File: src/rtl/jpegls_pkg.sv
// rtl/jpegls_pkg.sv - shared run-mode constants, state type and default widths
package jpegls_pkg;

    localparam int PIX_W_DEF = 8;
    localparam int CNT_W_DEF = 10;

    localparam logic [1:0] RUN_MODE_IDLE = 2'b00;
    localparam logic [1:0] RUN_MODE_CONT = 2'b10;
    localparam logic [1:0] RUN_MODE_INT  = 2'b11;

    typedef enum logic {
        ST_REG = 1'b0,
        ST_RUN = 1'b1
    } run_state_t;

endpackage

File: src/rtl/run_len_counter.sv
// rtl/run_len_counter.sv - run length counter with clear, increment and MAX_RUN compare
module run_len_counter #(
    parameter int CNT_W   = 10,
    parameter int MAX_RUN = 511
) (
    input  logic             clk,
    input  logic             reset,
    input  logic             clr,
    input  logic             inc,
    output logic [CNT_W-1:0] cnt,
    output logic [CNT_W-1:0] cnt_inc,
    output logic             at_max
);

    localparam logic [CNT_W-1:0] MAX_V = CNT_W'(MAX_RUN);

    // Length the run would reach if the current pixel matches.
    assign cnt_inc = cnt + 1'b1;
    assign at_max  = (cnt_inc == MAX_V);

    // Count register; clear wins over increment so a chunk emission restarts at zero.
    always_ff @(posedge clk or negedge reset) begin
        if (!reset) begin
            cnt <= '0;
        end else if (clr) begin
            cnt <= '0;
        end else if (inc) begin
            cnt <= cnt_inc;
        end
    end

endmodule

File: src/rtl/run_mode_ctrl.sv
// rtl/run_mode_ctrl.sv - run/regular mode sequencer with run event and forward outputs
module run_mode_ctrl
    import jpegls_pkg::*;
#(
    parameter int PIX_W   = PIX_W_DEF,
    parameter int CNT_W   = CNT_W_DEF,
    parameter int MAX_RUN = 511
) (
    input  logic             clk,
    input  logic             reset,
    input  logic             frame_start,
    input  logic             pix_valid,
    output logic             pix_ready,
    input  logic [PIX_W-1:0] pix_x,
    input  logic [PIX_W-1:0] pix_ra,
    input  logic             pix_grad0,
    input  logic             pix_eol,
    output logic             run_en,
    output logic [CNT_W-1:0] run_cnt,
    output logic [1:0]       run_mode,
    output logic             reg_valid,
    input  logic             reg_ready,
    output logic [PIX_W-1:0] reg_x,
    output logic             reg_is_int,
    output logic             in_run
);

    run_state_t       state, state_next;
    logic             accept, run_ctx, match;
    logic             cnt_clr, cnt_inc_en, at_max;
    logic [CNT_W-1:0] cnt, cnt_inc;
    logic             ev_en, fwd, fwd_int;
    logic [1:0]       ev_mode;
    logic [CNT_W-1:0] ev_cnt;

    // A held forward blocks all pixels, so run events can never overtake it.
    assign pix_ready = ~frame_start & (~reg_valid | reg_ready);
    assign accept    = pix_valid & pix_ready;
    assign run_ctx   = (state == ST_RUN) | pix_grad0;
    assign match     = (pix_x == pix_ra);
    assign in_run    = (state == ST_RUN);

    run_len_counter #(
        .CNT_W   (CNT_W),
        .MAX_RUN (MAX_RUN)
    ) u_cnt (
        .clk     (clk),
        .reset   (reset),
        .clr     (cnt_clr),
        .inc     (cnt_inc_en),
        .cnt     (cnt),
        .cnt_inc (cnt_inc),
        .at_max  (at_max)
    );

    // State register.
    always_ff @(posedge clk or negedge reset) begin
        if (!reset) begin
            state <= ST_REG;
        end else begin
            state <= state_next;
        end
    end

    // Next state: a match stays in RUN unless it ends the line; any mismatch leaves RUN.
    always_comb begin
        state_next = state;
        if (frame_start) begin
            state_next = ST_REG;
        end else if (accept && run_ctx) begin
            if (match && !pix_eol) begin
                state_next = ST_RUN;
            end else begin
                state_next = ST_REG;
            end
        end
    end

    // Per-pixel decode of run events, forwards and counter control.
    always_comb begin
        ev_en      = 1'b0;
        ev_mode    = RUN_MODE_IDLE;
        ev_cnt     = '0;
        fwd        = 1'b0;
        fwd_int    = 1'b0;
        cnt_clr    = 1'b0;
        cnt_inc_en = 1'b0;
        if (frame_start) begin
            cnt_clr = 1'b1;
        end else if (accept) begin
            if (!run_ctx) begin
                fwd = 1'b1;
            end else if (match) begin
                if (pix_eol || at_max) begin
                    ev_en   = 1'b1;
                    ev_mode = RUN_MODE_CONT;
                    ev_cnt  = cnt_inc;
                    cnt_clr = 1'b1;
                end else begin
                    cnt_inc_en = 1'b1;
                end
            end else begin
                ev_en   = 1'b1;
                ev_mode = RUN_MODE_INT;
                ev_cnt  = cnt;
                fwd     = 1'b1;
                fwd_int = 1'b1;
                cnt_clr = 1'b1;
            end
        end
    end

    // Registered event pulse and forward handshake toward the coders.
    always_ff @(posedge clk or negedge reset) begin
        if (!reset) begin
            run_en     <= 1'b0;
            run_cnt    <= '0;
            run_mode   <= RUN_MODE_IDLE;
            reg_valid  <= 1'b0;
            reg_x      <= '0;
            reg_is_int <= 1'b0;
        end else begin
            run_en   <= ev_en;
            run_cnt  <= ev_cnt;
            run_mode <= ev_mode;
            if (fwd) begin
                reg_valid  <= 1'b1;
                reg_x      <= pix_x;
                reg_is_int <= fwd_int;
            end else if (reg_ready) begin
                reg_valid <= 1'b0;
            end
        end
    end

endmodule
File: config.mk
export PLATFORM = sky130hd
export DESIGN_NAME = run_mode_ctrl
export DESIGN_NICKNAME = d
export VERILOG_FILES = /design/src/rtl/jpegls_pkg.sv /design/src/rtl/run_len_counter.sv /design/src/rtl/run_mode_ctrl.sv
export SDC_FILE = /design/constraint.sdc
export NUM_CORES = 1
export LEC_CHECK = 0
export ABC_AREA = 1
export CORE_MARGIN = 3
export CORE_UTILIZATION = 54
export CTS_BUF_LIST = sky130_fd_sc_hd__clkbuf_4
export DETAILED_ROUTE_END_ITERATION = 16
export PLACE_DENSITY_LB_ADDON = 0.2
export RECOVER_POWER = 50
export SLEW_MARGIN = 15
export SYNTH_ARGS = -nofsm -noshare
export SYNTH_HDL_FRONTEND = slang
export SYNTH_SLANG_ARGS = --single-unit
File: constraint.sdc
create_clock -name clk -period 2.3 [get_ports clk]
set_input_delay 0.23 -clock clk [delete_from_list [all_inputs] [get_ports clk]]
set_output_delay 0.23 -clock clk [all_outputs]
set_load 0.005 [all_outputs]
==> results.json <==
{
  "critPathLaunchType": "register",
  "crit_path_end_kind": "register",
  "synth_edf_count": 0,
  "status": "finished, violations left",
  "cts_resized": 0,
  "h-tree-depth": 2,
  "finalMaxSlewViolations": 34,
  "fin_tns_setup_ps": 0,
  "route.met2.wl_um": 1900,
  "violations": "capacitance limit, slew limit",
  "highest_layer": "met4",
  "cp_cell_sequence": "ha_1, nand2_2, nand2_1, nor2_1, nand2_1, nor2_1, nand4_2, nand2_2, nand2_4, nor2_2",
  "cts_root_buf": "clkbuf_4",
  "synth-seq-area-share_pct": 46.0,
  "synth_nets": 260,
  "setup_viol": 0,
  "grt_antenna_before_repair": 0,
  "fin_nets": 312,
  "drt_first_pass_iters": 4,
  "required_ps": 2560,
  "cpPeakStageDelay_ps": 470,
  "hold_path_class": "in2reg",
  "grt_pass1_vias": 1556,
  "track_usage_pct": 22.6,
  "syn-cell-area_um2": 1800,
  "syn_to_final_growth_pct": 32.0,
  "cp_slowest_cell": "dfrtp_1",
  "synthArstFlopShare_pct": 100,
  "post-route-util_pct": 76.4,
  "syn_inst": 235,
  "p_leak_uw": 0.00123,
  "synth.most_common_cell": "nand2_1",
  "vias_per_cell": 5.01,
  "rsz0062_at_grt": "false",
  "synth_top_area_cell": "dfrtp_1",
  "hold_buffers": 0,
  "worstSkewPairLatency_ps": 330,
  "max_slew_margin_pct": -17.9,
  "layout-drive-gt1-share_pct": 12.2,
  "cp_data_arrival_time_ps": 2250,
  "antenna_left": 0,
  "dieArea_um2": 4060,
  "grt_max_degree": 34,
  "path_class": "reg2reg",
  "rows": 20,
  "gp_congestion": 0.886,
  "ys_top_cells_by_count": "nand2_1, inv_1, dfrtp_1, nor2_1, o21ai_0",
  "wl_met3_um": 301,
  "grt_pass1_wl_um": 7080,
  "synth_cell_type_count": 24,
  "fmax_mhz": 503,
  "min_period_over_period_pct": 86.4,
  "cts.sinks": 33,
  "die_w_um": 63.7,
  "numPortBuffers": 47,
  "cts_buffers": 5,
  "worstMarginPinSlew_ps": 1770,
  "ir_worst_vdd_mv": 0.452,
  "overflow": 0,
  "clk_pin_slew_ps": 100,
  "clock_skew_ps": 11.9,
  "max_cap_viol_count": 1,
  "drc": 0,
  "synth_area_leaders": "dfrtp_1, nand2_1, inv_1, nand4_1, nor2_2",
  "initial_utilization_pct": 57.9,
  "ys_ff_latch": 33,
  "syn_area_per_cell_um2": 7.65,
  "drt_wl_total_um": 3990,
  "yosys_warnings": 0,
  "worst-path-max-fanout": 11,
  "die-height_um": 63.7,
  "routedLengthMet1_um": 1730,
  "drt_iter0_drc": 67,
  "ys.flop_type": "dfrtp_1",
  "synth_top_area_share_pct": 46.0,
  "dpl.hpwl_um": 3130,
  "antenna_cells": 0,
  "boundaryPins": 48,
  "layout_min_cycle_time_ps": 1990,
  "vias": 1663,
  "cellPowerDensity_nw_per_um2": 488,
  "coreArea_um2": 3100,
  "clockBufferDepth": 2,
  "wl_per_cell_um": 12.0,
  "cts_tree": "yes",
  "hold_viol": 0,
  "cts_setup_buffers": 0
}
cell type report:
class / count / area, um2
flip-flops and latches: 33 / 826
multi-input cells: 159 / 791
fillers: 248 / 732
repair buffers: 52 / 504
inverters: 36 / 135
clock buffers: 8 / 60.1
well taps: 44 / 55.1
through the flow:
step / instance area (um2) / setup WS (ps) / power, uW / hold WS [ps] / cells
3_5_place_dp: 2310 / 332 / 835 / 459 / 324
2_1_floorplan: 1800 / 747 / 701 / -65.6 / 235
6_report: 2370 / 312 / 1160 / 462 / 332
3_3_place_gp: 2310 / 443 / 826 / 455 / 324
4_1_cts: 2370 / 340 / 1170 / 308 / 332
5_1_grt: 2370 / 86.1 / 1210 / 458 / 332
layer usage:
layer	global-route usage, %	vias to the layer above
li1	-	839
met1	30.1	744
met2	36.4	71
met3	4.81	9
met4	8.09	0
met5	0	-
where the power goes:
| group | leakage (uW) | total [uW] | switching (uW) | internal [uW] |
|---|---|---|---|---|
| clock | 0.0000368 | 339 | 182 | 157 |
| sequential | 0.000445 | 624 | 15.1 | 609 |
| combinational | 0.000745 | 194 | 82.7 | 111 |
flip-flops by register name (all words and copies together), names as in the netlist:
name / flops
run_mode: 1
run_en: 1
in_run: 1
reg_is_int: 1
run_cnt: 10
reg_valid: 1
u_cnt.cnt: 10
reg_x: 8
cell usage in the layout (no fill, tap or decap), types with 2 or more instances in the layout:
cell type	instances
o21ai_1	4
dlygate4sd3_1	13
nand4_1	13
clkdlybuf4s50_1	34
ha_1	2
nor2_2	12
dfrtp_1	33
inv_1	34
nor2_1	15
clkbuf_4	8
inv_2	2
o21ai_0	15
xnor2_1	4
nand2_1	77
nand3_1	5
buf_4	4
nand2_2	5
cell families (layout without fill, tap and decap cells):
family	after synthesis	count (layout)	share of synthesized area, %
flops	33	33	46.0
fa+ha+maj	2	2	1.39
buf+inv	43	96	10.0
compound gates	22	22	7.17
xor+xnor	5	5	2.44
simple gates	130	130	33.0
worst max-delay path, delay by kind of cell (launching register included):
| family | cells | cell delay [ps] |
|---|---|---|
| AND/OR/NAND/NOR | 9 | 1210 |
| flip-flops | 1 | 470 |
| adder cells (fa/ha/maj) | 1 | 230 |
path summary, 6_finish.rpt:
path / startpoint / endpoint / slack [ps] / depth (start not counted)
setup / recovery: u_cnt.cnt[1]$_DFFE_PN0P_ / run_cnt[4]$_DFF_PN0_ / 310 / 10
hold / removal: reg_ready / reg_valid$_DFFE_PN0P_ / 460 / 2
setup reg to reg: u_cnt.cnt[1]$_DFFE_PN0P_ / run_cnt[4]$_DFF_PN0_ / 310 / 10
hold reg to reg: reg_is_int$_DFFE_PN0P_ / reg_is_int$_DFFE_PN0P_ / 490 / 2
max in group asynchronous: reset / reg_x[5]$_DFFE_PN0P_ / 380 / 2
min in group asynchronous: reset / reg_is_int$_DFFE_PN0P_ / 900 / 2
Note: power is estimated with default switching activity, not from simulation.
